===== src/rtl/ldst_pkg.sv =====
// Shared types for the load/store arbiter: request/response packets and
// field widths used by the arbiter and its requesters.
package ldst_pkg;

  localparam int LDST_ADDR_W = 32;
  localparam int LDST_DATA_W = 32;
  localparam int LDST_STRB_W = 4;

  typedef struct packed {
    logic [LDST_ADDR_W-1:0] addr;
    logic                   st;
    logic [LDST_DATA_W-1:0] data;
    logic [LDST_STRB_W-1:0] strobe;
  } ldst_req_pkt_t;

  typedef struct packed {
    logic [LDST_DATA_W-1:0] data;
  } ldst_rsp_pkt_t;

endpackage


===== src/rtl/ldst_arb_ord_fifo.sv =====
// Order FIFO: remembers which requester owns each outstanding downstream
// request so in-order responses can be routed back. DEPTH is a power of 2,
// so the pointers wrap by plain overflow.
module ldst_arb_ord_fifo #(
  parameter int DEPTH = 4,
  parameter int W     = 1
) (
  input  logic                   clk,
  input  logic                   rst_n,
  input  logic                   push,
  input  logic                   pop,
  input  logic [W-1:0]           din,
  output logic [W-1:0]           dout,
  output logic                   full,
  output logic                   empty,
  output logic [$clog2(DEPTH):0] cnt
);

  localparam int PW = $clog2(DEPTH);

  logic [W-1:0]  mem_q [DEPTH];
  logic [PW-1:0] wr_ptr_q, rd_ptr_q;
  logic [PW:0]   cnt_q;
  logic          do_push, do_pop;

  assign full    = (cnt_q == (PW+1)'(DEPTH));
  assign empty   = (cnt_q == '0);
  assign do_push = push & ~full;
  assign do_pop  = pop & ~empty;
  assign dout    = mem_q[rd_ptr_q];
  assign cnt     = cnt_q;

  // Pointer and occupancy update; push+pop together leaves cnt unchanged.
  always_ff @(posedge clk or negedge rst_n) begin
    if (!rst_n) begin
      wr_ptr_q <= '0;
      rd_ptr_q <= '0;
      cnt_q    <= '0;
    end else begin
      if (do_push) wr_ptr_q <= wr_ptr_q + PW'(1);
      if (do_pop)  rd_ptr_q <= rd_ptr_q + PW'(1);
      case ({do_push, do_pop})
        2'b10:   cnt_q <= cnt_q + (PW+1)'(1);
        2'b01:   cnt_q <= cnt_q - (PW+1)'(1);
        default: cnt_q <= cnt_q;
      endcase
    end
  end

  // Entry storage; contents are meaningless while empty so no reset.
  always_ff @(posedge clk) begin
    if (do_push) mem_q[wr_ptr_q] <= din;
  end

endmodule


===== src/rtl/ldst_arbiter.sv =====
// Load/store port arbiter: N_MST requesters share one downstream memory port.
// Requests pass through combinationally; responses return in order and are
// routed via the order FIFO. A stalled request locks the grant so the
// downstream sees a stable payload. Define LDST_ARB_RR_EN for round-robin
// arbitration; otherwise the lowest requester index wins.
module ldst_arbiter
  import ldst_pkg::*;
#(
  parameter int N_MST     = 2,
  parameter int OST_DEPTH = 4
) (
  input  logic                         clk,
  input  logic                         rst_n,
  input  logic [N_MST-1:0]             m_req_vld,
  output logic [N_MST-1:0]             m_req_rdy,
  input  logic [N_MST*LDST_ADDR_W-1:0] m_req_addr,
  input  logic [N_MST-1:0]             m_req_st,
  input  logic [N_MST*LDST_DATA_W-1:0] m_req_data,
  input  logic [N_MST*LDST_STRB_W-1:0] m_req_strobe,
  output logic [N_MST-1:0]             m_rsp_vld,
  input  logic [N_MST-1:0]             m_rsp_rdy,
  output logic [LDST_DATA_W-1:0]       m_rsp_data,
  output logic                         s_req_vld,
  input  logic                         s_req_rdy,
  output logic [LDST_ADDR_W-1:0]       s_req_addr,
  output logic                         s_req_st,
  output logic [LDST_DATA_W-1:0]       s_req_data,
  output logic [LDST_STRB_W-1:0]       s_req_strobe,
  input  logic                         s_rsp_vld,
  output logic                         s_rsp_rdy,
  input  logic [LDST_DATA_W-1:0]       s_rsp_data,
  output logic [$clog2(OST_DEPTH):0]   ost_cnt
);

  localparam int ID_W = $clog2(N_MST);

  ldst_req_pkt_t   req_arr [N_MST];
  ldst_req_pkt_t   s_req;
  ldst_rsp_pkt_t   rsp;
  logic [ID_W-1:0] win, grant, head;
  logic            lock_q, lock_d;
  logic [ID_W-1:0] lock_id_q, lock_id_d;
  logic            full, empty;
  logic            req_hs, rsp_hs;

  // Unpack each requester's flat port slices into a request packet.
  for (genvar g = 0; g < N_MST; g++) begin : g_slice
    assign req_arr[g] = '{addr:   m_req_addr[g*LDST_ADDR_W +: LDST_ADDR_W],
                          st:     m_req_st[g],
                          data:   m_req_data[g*LDST_DATA_W +: LDST_DATA_W],
                          strobe: m_req_strobe[g*LDST_STRB_W +: LDST_STRB_W]};
  end

`ifdef LDST_ARB_RR_EN
  logic [ID_W-1:0] rr_ptr_q, rr_ptr_d;

  // Round-robin pick: scan from rr_ptr upward with wrap; the downward loop
  // lets the requester nearest rr_ptr overwrite the others.
  always_comb begin
    int j;
    j   = 0;
    win = rr_ptr_q;
    for (int k = N_MST-1; k >= 0; k--) begin
      j = int'(rr_ptr_q) + k;
      if (j >= N_MST) j = j - N_MST;
      if (m_req_vld[j]) win = ID_W'(j);
    end
  end

  // Next search starts just after the requester that was served.
  always_comb begin
    rr_ptr_d = rr_ptr_q;
    if (req_hs) rr_ptr_d = (grant == ID_W'(N_MST-1)) ? '0 : grant + ID_W'(1);
  end

  // Round-robin pointer register.
  always_ff @(posedge clk or negedge rst_n) begin
    if (!rst_n) rr_ptr_q <= '0;
    else        rr_ptr_q <= rr_ptr_d;
  end
`else
  // Fixed priority pick: lowest valid index wins.
  always_comb begin
    win = '0;
    for (int k = N_MST-1; k >= 0; k--) begin
      if (m_req_vld[k]) win = ID_W'(k);
    end
  end
`endif

  assign grant     = lock_q ? lock_id_q : win;
  assign s_req     = req_arr[grant];
  assign s_req_vld = (|m_req_vld) & ~full;
  assign req_hs    = s_req_vld & s_req_rdy;
  assign rsp_hs    = s_rsp_vld & s_rsp_rdy;

  assign s_req_addr   = s_req.addr;
  assign s_req_st     = s_req.st;
  assign s_req_data   = s_req.data;
  assign s_req_strobe = s_req.strobe;

  // Only the granted requester sees ready.
  always_comb begin
    m_req_rdy        = '0;
    m_req_rdy[grant] = s_req_rdy & ~full;
  end

  // Hold the grant while the downstream stalls an offered request.
  always_comb begin
    lock_d    = lock_q;
    lock_id_d = lock_id_q;
    if (req_hs) begin
      lock_d = 1'b0;
    end else if (s_req_vld) begin
      lock_d    = 1'b1;
      lock_id_d = grant;
    end
  end

  // Lock state register.
  always_ff @(posedge clk or negedge rst_n) begin
    if (!rst_n) begin
      lock_q    <= 1'b0;
      lock_id_q <= '0;
    end else begin
      lock_q    <= lock_d;
      lock_id_q <= lock_id_d;
    end
  end

  ldst_arb_ord_fifo #(
    .DEPTH (OST_DEPTH),
    .W     (ID_W)
  ) u_ord_fifo (
    .clk   (clk),
    .rst_n (rst_n),
    .push  (req_hs),
    .pop   (rsp_hs),
    .din   (grant),
    .dout  (head),
    .full  (full),
    .empty (empty),
    .cnt   (ost_cnt)
  );

  // Route the response to the FIFO head; nothing is accepted while empty.
  always_comb begin
    m_rsp_vld       = '0;
    m_rsp_vld[head] = s_rsp_vld & ~empty;
    s_rsp_rdy       = m_rsp_rdy[head] & ~empty;
  end

  assign rsp.data   = s_rsp_data;
  assign m_rsp_data = rsp.data;

endmodule


===== config.mk =====
export PLATFORM = sky130hd
export DESIGN_NAME = ldst_arbiter
export DESIGN_NICKNAME = d
export VERILOG_FILES = /design/src/rtl/ldst_pkg.sv /design/src/rtl/ldst_arb_ord_fifo.sv /design/src/rtl/ldst_arbiter.sv
export SDC_FILE = /design/constraint.sdc
export NUM_CORES = 1
export LEC_CHECK = 0
export ABC_AREA = 1
export CAP_MARGIN = 20
export CORE_AREA = 2 2 113 115
export CTS_CLUSTER_SIZE = 40
export DETAILED_ROUTE_END_ITERATION = 12
export DIE_AREA = 0 0 115 117
export PLACE_DENSITY = 0.66
export SYNTH_ARGS = -nofsm -noshare
export SYNTH_HDL_FRONTEND = slang
export SYNTH_SLANG_ARGS = --single-unit

===== constraint.sdc =====
create_clock -name clk -period 2.2 [get_ports clk]
set_input_delay 0.44 -clock clk [delete_from_list [all_inputs] [get_ports clk]]
set_output_delay 0.44 -clock clk [all_outputs]
set_load 0.03 [all_outputs]

==> impl_metrics.toml, run 1 <==
[worst_setup_path]
crit_buf_inv = 5
crit_arrival_ns = 1.66
path_class = "input pin to output port"
timing.rr.end = "u_ord_fifo.cnt[2]"
critical_path_peak_fanout = 18
path_cells = "dlygate4sd2_1, buf_4, nand3b_4, nand2_4, inv_6, bufbuf_16, nand2_1, nand2_1, buf_4"
cp-end-kind = "output port"
crit_path_start_kind = "input pin"
worst_path_max_delay_cell = "bufbuf_16"
startpoint = "m_req_vld[1]"
critPathRequiredTime_ns = 1.76
crit_cells = 9
endpoint = "s_req_data[7]"
reg2regPathDepth = 13
path_delay_family = "buffers and inverters"
rr_startpoint = "u_ord_fifo.rd_ptr_q[0]"
r2r_slack_ns = 0.22
cpPeakStageDelay_ns = 0.29

[power_and_ir_drop]
power.leakage_nw = 2.16
worst_ir_drop_vdd_mv = 0.366
power.density_nw_per_um2 = 1040

[drt]
drtIter0Drc = 87
drt-pass1-iter-count = 6
wl_um = 7970
drc = 0
viasPerCell = 3.91
post_drt_wl_per_cell_um = 11.5
vias = 2716
antenna_left = 0

[sta]
slew_headroom_pct = 69.7
fin_crit_ns = 2.10
setup_violations = 0
tightest_slew_ns = 0.452
finalClockSkew_ns = 0.000975
finalHoldViolCount = 0
max_freq_mhz = 475
timing.hold.ws_ns = 0.487
period_share_pct = 95.6
rsz0062_at_grt = "false"
slew_viol_final = 0

[floorplanning]
core_um2 = 12300
die_y_um = 117
ios = 288
die_width_um = 115
num_rows = 41
dieArea_um2 = 13500
initial_core_util_pct = 15.5

[cells_and_area]
final_common_cell = "nand2_1"
drive_gt1_share_pct = 20.8
final_cell_mix = "nand2_1, clkdlybuf4s50_1, buf_4"
nFillCells = 1302
final_nets = 729
antennaDiodeCount = 0
area_growth_pct = 120
final_cell_count_no_fill = 694
final_design_area_no_fill_um2 = 4210

[synth]
seq_area_frac_synth_pct = 18.1
ys_types = 23
syn_avg_cell_area_um2 = 5.50
syn_nets = 531
ys_seq_elements = 13
yosysWarningCount = 0
syn_inst = 347
synth_area_um2 = 1910

[clocking]
cts_max_level = 1
clockBufferDepth = 2
root_buffer = "clkbuf_16"
clkSinkCount = 13
cts_made_buffers = 3
hold_buffers = 0
clkTransAtPathRegs_ns = 0.05
cts_tree = "built"
worstSkewPairLatency_ns = 0.24

[placed_design]
place_congestion = 0.767
dp.cells = 689
dp_hpwl_um = 6690
post_dp_cell_area_um2 = 4080
portBuffers = 223

[global_route]
grt_pass1_wl_um = 11700
grt_max_degree = 42
grt_overflow = 0
grt_pass1_vias = 2462
grt_antenna_before_repair = 0
grtUsageTotal_pct = 10.7

[min_path]
hold_depth = 2
min-delay-path-class = "flop to flop"

[job]
drv_cap = 0

[outcome]
outcome = "finished clean"
worst register-to-register path, cell delays in order, from the launching register on:
cell	delay [ns]
dfrtp_1	0.41
inv_2	0.09
nand2_1	0.06
nand3_2	0.09
nand2_2	0.08
nand2_1	0.09
nand3_2	0.07
inv_1	0.06
ha_1	0.13
inv_1	0.06
fa_2	0.36
a21oi_2	0.13
o21ai_1	0.08
xor2_1	0.14
worst min path at each step:
stage | from | endpoint
floorplan | rst_n | lock_id_q
global route | u_ord_fifo.rd_ptr_q[1] | u_ord_fifo.rd_ptr_q[1]
global placement | lock_id_q | lock_id_q
CTS | lock_id_q | lock_id_q
finish | lock_id_q | lock_id_q
detailed placement | lock_id_q | lock_id_q
per-stage QoR:
stage | setup slack (ns) | utilization (%) | total power [mW] | setup TNS [ns]
after global placement | -0.108 | 33.1 | 3.94 | -2.37
after floorplan | 0.0759 | - | 2.58 | 0
after CTS | 0.0797 | 34.0 | 4.41 | 0
after global routing | 0.00140 | 34.2 | 4.73 | 0
after detailed placement | -0.121 | 33.1 | 3.98 | -2.23
final | 0.0957 | 34.2 | 4.39 | 0
what timing repair did:
action | in CTS | in global routing
gates resized for setup | 4 | 5
gates cloned | 1 | 0
setup endpoints to repair | 70 | 2
buffers inserted | 0 | 0
pin swaps | 1 | 0
cell families (layout without fill, tap and decap cells):
group	after synthesis	after routing	share of synthesized area (%)
AOI/OAI and AO/OA	9	9	2.75
xor gates and xnor gates	3	3	1.38
adders and majority gates	6	6	4.33
buffers and inverters	68	265	21.5
DFF	13	13	18.1
and+or+nand+nor	248	248	52.0
registers in the layout (all words and copies together) (netlist names):
name	cells
u_ord_fifo.mem_q	4
u_ord_fifo.cnt	3
u_ord_fifo.rd_ptr_q	2
u_ord_fifo.wr_ptr_q	2
lock_id_q	1
lock_q	1
per-layer routing:
layer | share of wire (%) | track usage, % | up-vias
met5 | 0 | 0 | -
met4 | 0.50 | 1.93 | 0
met3 | 7.9 | 2.94 | 8
met2 | 52 | 19.1 | 129
met1 | 40 | 13.0 | 1188
li1 | - | - | 1391
power by group:
part	internal, mW	switching, mW	leakage (nW)
logic	1.50	2.11	1.97
registers	0.357	0.0810	0.147
clock network	0.242	0.103	0.0409
area by class of cell:
cell class	instances	area [um2]	share of cell area (%)
timing repair buffer	239	2340	55.7
sequential	13	345	8.21
clock inverter	1	5.00	0.119
multi-input combinational	266	1160	27.7
tap	150	188	4.46
inverter	22	87.6	2.08
clock buffer	3	75.1	1.78
Yosys cell counts:
| master | instances | area (um2) |
|---|---|---|
| xor2_1 | 2 | 17.5 |
| inv_2 | 4 | 15.0 |
| nand3_2 | 2 | 20.0 |
| xnor2_1 | 1 | 8.76 |
| buf_2 | 7 | 35.0 |
| dfrtp_1 | 9 | 225 |
| fa_1 | 1 | 20.0 |
| nor2_1 | 8 | 30.0 |
| nand3_1 | 6 | 30.0 |
| edfxtp_1 | 4 | 120 |
| a21oi_1 | 2 | 10.0 |
| nand3b_4 | 1 | 20.0 |
| a21oi_2 | 1 | 8.76 |
| inv_1 | 18 | 67.6 |
| nand2_1 | 225 | 845 |
| buf_4 | 39 | 293 |
| nand2_4 | 1 | 11.3 |
| nor2_2 | 1 | 6.26 |
| nand2_2 | 3 | 18.8 |
| o21ai_0 | 5 | 25.0 |
| nor2_4 | 1 | 11.3 |
| ha_1 | 5 | 62.6 |
| o21ai_2 | 1 | 8.76 |
Note: power is estimated with default switching activity, not from simulation.
==> run 2, diff against run 1 <==
--- a/config.mk
+++ b/config.mk
@@ -7,11 +7,12 @@
 export LEC_CHECK = 0
 export ABC_AREA = 1
 export CAP_MARGIN = 20
-export CORE_AREA = 2 2 113 115
+export CORE_AREA = 5 5 133 72
 export CTS_CLUSTER_SIZE = 40
 export DETAILED_ROUTE_END_ITERATION = 12
-export DIE_AREA = 0 0 115 117
-export PLACE_DENSITY = 0.66
+export DIE_AREA = 0 0 138 77
+export GPL_TIMING_DRIVEN = 0
+export PLACE_DENSITY = 0.89
 export SYNTH_ARGS = -nofsm -noshare
 export SYNTH_HDL_FRONTEND = slang
 export SYNTH_SLANG_ARGS = --single-unit
==> run 2 against run 1 <==
Die area down 21%; global-route usage is 10 points higher; worst hold slack improved by 0.0011 ns; routed wire length is 55% higher; sequential power rose by 3%; non-clock buffer count increased by 64; clock skew is 0.0014 ns higher; worst setup slack better by 0.0077 ns; critical path type is now input pin to flop.
==> impl_metrics.toml, run 2 (synthesized netlist as in run 1, its figures left out) <==
[outcome]
outcome = "finished clean"

[placed_design]
dp.cells = 719
dp_slack_ns = -0.678
place_congestion = 0.918
post_dp_cell_area_um2 = 4610
dp_hpwl_um = 10600
portBuffers = 255

[cells_and_area]
seqCellArea_um2 = 347
final_common_cell = "nand2_1"
drive_gt1_share_pct = 25.1
multi_input_area_um2 = 1210
largest_reg_flops = 4
final_cell_count_no_fill = 727
largest-register = "u_ord_fifo.mem_q"
final_nets = 795
final_core_util_pct = 57.0
final_design_area_no_fill_um2 = 4760
antennaDiodeCount = 0
nFillCells = 810
area_growth_pct = 149
final_cell_mix = "nand2_1, clkdlybuf4s50_1, buf_4"

[clocking]
cts_tree = "built"
hold_buffers = 0
clkSinkCount = 13
cts_made_buffers = 3
worstSkewPairLatency_ns = 0.24
root_buffer = "clkbuf_16"
clockBufferDepth = 2
cts_max_level = 1
clkTransAtPathRegs_ns = 0.05

[worst_setup_path]
path_class = "input pin to flop"
crit_cells = 11
path_cells = "clkdlybuf4s50_1, nand2_1, inv_1, nand3_4, inv_1, ha_1, inv_1, fa_2, a21oi_1, o21ai_1, xor2_1"
cpPeakStageDelay_ns = 0.46
reg2regPathDepth = 11
worst_path_max_delay_cell = "clkdlybuf4s50_1"
crit_buf_inv = 4
cp-end-kind = "flop"
path_delay_family = "buffers and inverters"
crit_path_start_kind = "input pin"
cp_common_cell = "inv_1"
crit_arrival_ns = 2.22
r2r_slack_ns = 0.11
critPathRequiredTime_ns = 2.32
critical_path_peak_fanout = 4

[global_route]
grt_pass1_wl_um = 17800
grtUsageTotal_pct = 21.0
grt_overflow = 0
grt_max_degree = 14
grt_antenna_before_repair = 0
grt_pass1_vias = 3113

[floorplanning]
ios = 288
die_width_um = 138
core_um2 = 8350
die_y_um = 77
dieArea_um2 = 10600
initial_core_util_pct = 22.9
num_rows = 24

[drt]
antenna_left = 0
drt-pass1-iter-count = 6
viasPerCell = 4.31
post_drt_wl_per_cell_um = 17.0
drtIter0Drc = 130
wl_met2_um = 6300
wl_um = 12400
wl_met3_um = 750
drc = 0
maxUsedRoutingLayer = "met4"
met1_length_um = 5110
vias = 3132

[sta]
fin_crit_ns = 2.10
slew_viol_final = 0
finalClockSkew_ns = 0.00236
setup_ws_ns = 0.103
max_freq_mhz = 477
slew_headroom_pct = 69.0
period_share_pct = 95.3
setup_violations = 0
finalHoldViolCount = 0
tightest_slew_ns = 0.463
fin_setup_tns_ns = 0
rsz0062_at_grt = "true"

[job]
drv_cap = 0

[min_path]
hold_depth = 2
min-delay-path-class = "flop to flop"

[power_and_ir_drop]
worst_ir_drop_vdd_mv = 0.594
power.leakage_nw = 2.44
power.density_nw_per_um2 = 993
==> run 2: stage by stage <==
stage,hold slack [ns],power [mW]
after CTS,0.503,4.50
final,0.488,4.72
after global placement,0.472,4.09
after floorplan,0.144,2.58
after detailed placement,0.492,4.19
after global routing,0.551,5.01
==> run 2: worst paths after layout <==
path	startpoint	end
max in group asynchronous	rst_n	u_ord_fifo.cnt[0]
max	s_rsp_vld	u_ord_fifo.cnt[2]
max reg2reg	u_ord_fifo.cnt[1]	u_ord_fifo.cnt[2]
min reg2reg	lock_id_q	lock_id_q
min in group asynchronous	rst_n	u_ord_fifo.cnt[2]
min	lock_id_q	lock_id_q
==> run 2: worst reg2reg max path, delay by kind of cell (launching register included) <==
kind | cells | cell delay, ns
buffers and inverters | 2 | 0.17
adders and majority gates | 2 | 0.49
and+or+nand+nor | 3 | 0.40
DFF | 1 | 0.43
xor gates and xnor gates | 1 | 0.14
AOI/OAI and AO/OA | 3 | 0.37
==> run 2: power by group <==
group,switching [mW],internal [mW]
Sequential,0.0920,0.359
Combinational,2.37,1.56
Clock,0.101,0.242
==> run 2: final cells by class <==
cell class	count	share of cell area (%)
Timing Repair Buffer	257	51.4
Multi-Input combinational cell	267	25.5
Buffer	46	8.79
Sequential cell	13	7.29
Tap cell	117	3.08
Inverter	22	2.00
Clock buffer	3	1.58
Timing Repair inverter	1	0.237
Clock inverter	1	0.105
==> run 2: metal layers <==
layer | up-vias | GRT usage, %
li1 | 1532 | -
met1 | 1418 | 25.5
met2 | 166 | 38.7
met3 | 16 | 4.47
met4 | 0 | 4.04
met5 | - | 0
==> run 2: repair_timing <==
item | CTS | global route
pin swaps | 1 | 1
cloned | 0 | 3
hold endpoints to repair | 0 | 0
setup endpoints to repair | 76 | 73
buffers inserted | 0 | 1
gates resized for setup | 453 | 40
==> run 3, diff against run 2 <==
--- a/config.mk
+++ b/config.mk
@@ -13,6 +13,7 @@
 export DIE_AREA = 0 0 138 77
 export GPL_TIMING_DRIVEN = 0
 export PLACE_DENSITY = 0.89
+export REMOVE_ABC_BUFFERS = 1
 export SYNTH_ARGS = -nofsm -noshare
 export SYNTH_HDL_FRONTEND = slang
 export SYNTH_SLANG_ARGS = --single-unit
==> constraint.sdc (replaced) <==
create_clock -name clk -period 2.15 [get_ports clk]
set_input_delay 0.43 -clock clk [delete_from_list [all_inputs] [get_ports clk]]
set_output_delay 0.43 -clock clk [all_outputs]
set_load 0.03 [all_outputs]
==> run 3 against run 2 <==
Non-clock buffer count is 66 lower; highest routed layer unchanged; sequential power is 4.4% higher; clock power hardly changed; core utilization is 6.9 points lower; critical path type is now input pin to output port; register-to-register slack better by 0.04 ns; sequential cell count stayed put; largest power group unchanged; largest cell class unchanged.
==> impl_metrics.toml, run 3 (synthesized netlist as in run 1, its figures left out) <==
[worst_setup_path]
path_cells = "dlygate4sd2_1, nand3b_4, buf_12, nand2_8, nand2_1, nand2_1, clkdlybuf4s15_2"
rr_startpoint = "u_ord_fifo.cnt[0]"
endpoint = "s_req_data[19]"
cpPeakStageDelay_ns = 0.31
startpoint = "m_req_vld[0]"
cp_common_cell = "nand2_1"
r2r_slack_ns = 0.15
reg2regPathDepth = 11
cp-end-kind = "output port"
path_class = "input pin to output port"
worst_path_max_delay_cell = "clkdlybuf4s15_2"
crit_arrival_ns = 1.69
timing.rr.end = "u_ord_fifo.cnt[2]"
critPathRequiredTime_ns = 1.72
crit_path_start_kind = "input pin"
critical_path_peak_fanout = 19

[power_and_ir_drop]
cell_internal_pwr_mw = 2.00
switching_share_pct = 56.9
worst_ir_drop_vdd_mv = 0.572
switchingPower_mw = 2.63
clkPwrFrac_pct = 7.4
p_comb_share_pct = 82.4
power.density_nw_per_um2 = 1110
power.leakage_nw = 2.13
seq_power_share_pct = 10.2

[sta]
max_freq_mhz = 473
finalClockSkew_ns = 0.000913
fin_setup_tns_ns = 0
fin_crit_ns = 2.12
setup_violations = 0
period_share_pct = 98.4
slew_headroom_pct = 69.7
rsz0062_at_grt = "true"
timing.hold.ws_ns = 0.511
finalHoldViolCount = 0
tightest_slew_ns = 0.452
slew_viol_final = 0

[global_route]
grtUsageTotal_pct = 21.1
grt_max_degree = 36
grt_pass1_vias = 2959
grt_antenna_before_repair = 0
grt_overflow = 0
grt_pass1_wl_um = 17500

[drt]
antenna_left = 0
drtIter0Drc = 148
drt-pass1-iter-count = 4
viasPerCell = 4.33
wl_um = 11900
post_drt_wl_per_cell_um = 17.9
vias = 2887
drc = 0

[cells_and_area]
final_common_cell = "nand2_1"
nFillCells = 791
drive_gt1_share_pct = 22.2
final_cell_mix = "nand2_1, clkdlybuf4s50_1, buf_2"
final_core_util_pct = 50.1
largest_reg_flops = 4
final_nets = 734
antennaDiodeCount = 0
final_design_area_no_fill_um2 = 4180
area_growth_pct = 119
largest-register = "u_ord_fifo.mem_q"

[clocking]
cts_max_level = 1
root_buffer = "clkbuf_16"
clkSinkCount = 13
hold_buffers = 0
worstSkewPairLatency_ns = 0.24
clkTransAtPathRegs_ns = 0.04
cts_made_buffers = 3
clockBufferDepth = 2
cts_tree = "built"

[placed_design]
dp_hpwl_um = 8220
place_congestion = 0.907
post_dp_cell_area_um2 = 3960
portBuffers = 223

[floorplanning]
core_um2 = 8350
die_y_um = 77
ios = 288
die_width_um = 138
initial_core_util_pct = 22.9
dieArea_um2 = 10600
num_rows = 24

[job]
drv_cap = 0

[outcome]
outcome = "finished clean"

[min_path]
min-delay-path-class = "input pin to async pin"
==> run 3: cell count changes in the layout (fill, tap and decap cells not counted), moves of 14 or more <==
cell / delta
buf_4: -80
clkdlybuf4s15_2: +15
buf_6: -14
clkdlybuf4s50_1: -31
buf_2: +44
==> run 3: through the flow <==
step	setup slack, ns	std cells	power, mW
after global routing	-0.0123	666	4.95
final	0.0348	666	4.63
after floorplan	-0.247	301	2.43
after detailed placement	-1.91	641	3.99
after CTS	0.00155	662	4.61
after global placement	-1.82	641	3.90
==> run 3: worst min path at each step <==
stage	slack (ns)	cells after the start	endpoint
6_report	0.51	1	lock_q
4_1_cts	0.53	1	u_ord_fifo.cnt[2]
2_1_floorplan	0.13	0	lock_id_q
3_3_place_gp	0.47	2	lock_id_q
5_1_grt	0.56	1	lock_q
3_5_place_dp	0.52	2	lock_id_q
==> run 3: final cells by class <==
cell class	count	area (um2)	area share, %
repair buffers	237	2200	52.6
inverters	22	98.8	2.37
clock buffers	4	78.8	1.89
well taps	117	146	3.50
repair inverters	3	45.0	1.08
multi-input cells	270	1260	30.3
flip-flops and latches	13	347	8.29
==> run 3: repair_timing <==
| item | in CTS | in global routing |
|---|---|---|
| gates cloned | 7 | 0 |
| gates resized for setup | 302 | 78 |
| pin swaps | 3 | 4 |
| setup endpoints to repair | 77 | 65 |
| setup buffers | 10 | 4 |
==> run 3: power by group through the flow <==
stage	clock network (mW)	registers [mW]	logic (mW)
5_1_grt	0.367	0.484	4.10
3_5_place_dp	0	0.463	3.53
4_1_cts	0.349	0.479	3.78
6_report	0.342	0.471	3.82
3_3_place_gp	0	0.449	3.45
2_1_floorplan	0	0.493	1.94
==> run 3: worst max-delay path: cells and delay by family <==
kind | cells | cell delay [ns]
simple gates | 4 | 0.50
buf+inv | 3 | 0.74
==> run 3: per-layer routing <==
metal | track usage [%] | vias up | share of wire, %
met3 | 10.1 | 10 | 12
met2 | 33.2 | 200 | 43
met5 | 4.78 | - | 0
met4 | 3.94 | 0 | 1.2
met1 | 26.2 | 1264 | 44
li1 | - | 1413 | -
==> RTL change, RTL diff (flow settings as in run 3) <==
Change the parameter `OST_DEPTH` from 4 to 2.
--- a/src/rtl/ldst_arbiter.sv
+++ b/src/rtl/ldst_arbiter.sv
@@ -9,3 +9,3 @@
   parameter int N_MST     = 2,
-  parameter int OST_DEPTH = 4
+  parameter int OST_DEPTH = 2
 ) (
Interface: changed (resized ost_cnt); port bits go from 288 to 287. No check against the original RTL was run, so the function may have changed too.
==> RTL change against run 3 <==
Via count decreased by 9.5%; sequential cell count down 5; synthesized cell count down 10%; area after synthesis fell by 16%; register-to-register slack better by 0.30 ns; first-iteration DRC count decreased by 41%; cell count fell by 7.2%; power is 11% lower; die area unchanged; fmax is 0.86% higher; setup slack improved by 0.018 ns; final area down 15%; routed wire length down 16%; largest cell class unchanged.
==> RTL change: results (changes against run 3) <==
stage,metric,value,unit,change
cells_and_area,fraction of final layout cells sized beyond drive strength 1,0.186,,-0.0366
power,internal power consumption,0.00161,W,-19%
placed_design,number of buffer cells added on primary ports,222,,-0.45%
placed_design,post-place setup slack,-1.48,ns,+0.424 ns
placed_design,estimated wirelength of the detail-placed design,7380,um,-10%
detailed_routing,drt first-iter violations,88,,-41%
sta,final clock skew,0.000491,ns,-0.000423 ns
cells_and_area,"Buffers, non-clock",228,,-3.8%
logic_synthesis,leading post-synthesis cells by instance count,"218 x sky130_fd_sc_hd__nand2_1, 33 x sky130_fd_sc_hd__buf_4, 9 x sky130_fd_sc_hd__nor2_1",,
worst_setup_path,reg2reg end,u_ord_fifo.cnt[1]$_DFFE_PN0P_,,
run_status,run status,"complete, no violations",,
worst_setup_path,biggest cell delay along the critical path,0.29,ns,-0.02 ns
worst_setup_path,end point of the critical path,s_req_strobe[0],,
cells_and_area,multi-input gates,248,,-8.1%
power,Leak Pwr,1.90,nW,-11%
power,combinational fraction of design power,0.848,,+0.024
cells_and_area,Register Area,210,um2,-39%
cells_and_area,inverter count,13,,-48%
worst_setup_path,depth of the worst register-to-register path,10,,-1
power,clock group total power,0.000321,W,-6.1%
logic_synthesis,post-synthesis cell type count,22,,-4.3%
logic_synthesis,part of the Yosys area used for sequential elements,0.131,,-0.0500
logic_synthesis,top cells by area in the synthesized netlist,"sky130_fd_sc_hd__nand2_1 51%, sky130_fd_sc_hd__buf_4 15%, sky130_fd_sc_hd__dfrtp_1 9.3%",,
cells_and_area,buffering overhead,0.555,,+0.0292
cells_and_area,Nets,681,,-7.2%
logic_synthesis,ys async rst share,0.750,,+0.0577
-- RTL change: worst min path at each step --
stage	from	end	slack, ns	cells after the start
floorplan	rst_n	lock_id_q$_DFFE_PN0P_	0.13	0
global placement	u_ord_fifo.rd_ptr_q$_DFFE_PN0P_	u_ord_fifo.rd_ptr_q$_DFFE_PN0P_	0.48	2
detailed placement	u_ord_fifo.rd_ptr_q$_DFFE_PN0P_	u_ord_fifo.rd_ptr_q$_DFFE_PN0P_	0.50	2
CTS	rst_n	lock_id_q$_DFFE_PN0P_	0.46	1
global route	rst_n	u_ord_fifo.wr_ptr_q$_DFFE_PN0P_	0.48	1
finish	rst_n	u_ord_fifo.wr_ptr_q$_DFFE_PN0P_	0.45	1
-- RTL change: layer usage --
metal  track usage  routed length, um  share of wire
met1         0.200               4010           0.40
met2         0.295               4590           0.46
met3        0.0895               1260           0.13
met4        0.0316                135          0.014
met5             0                  0              0
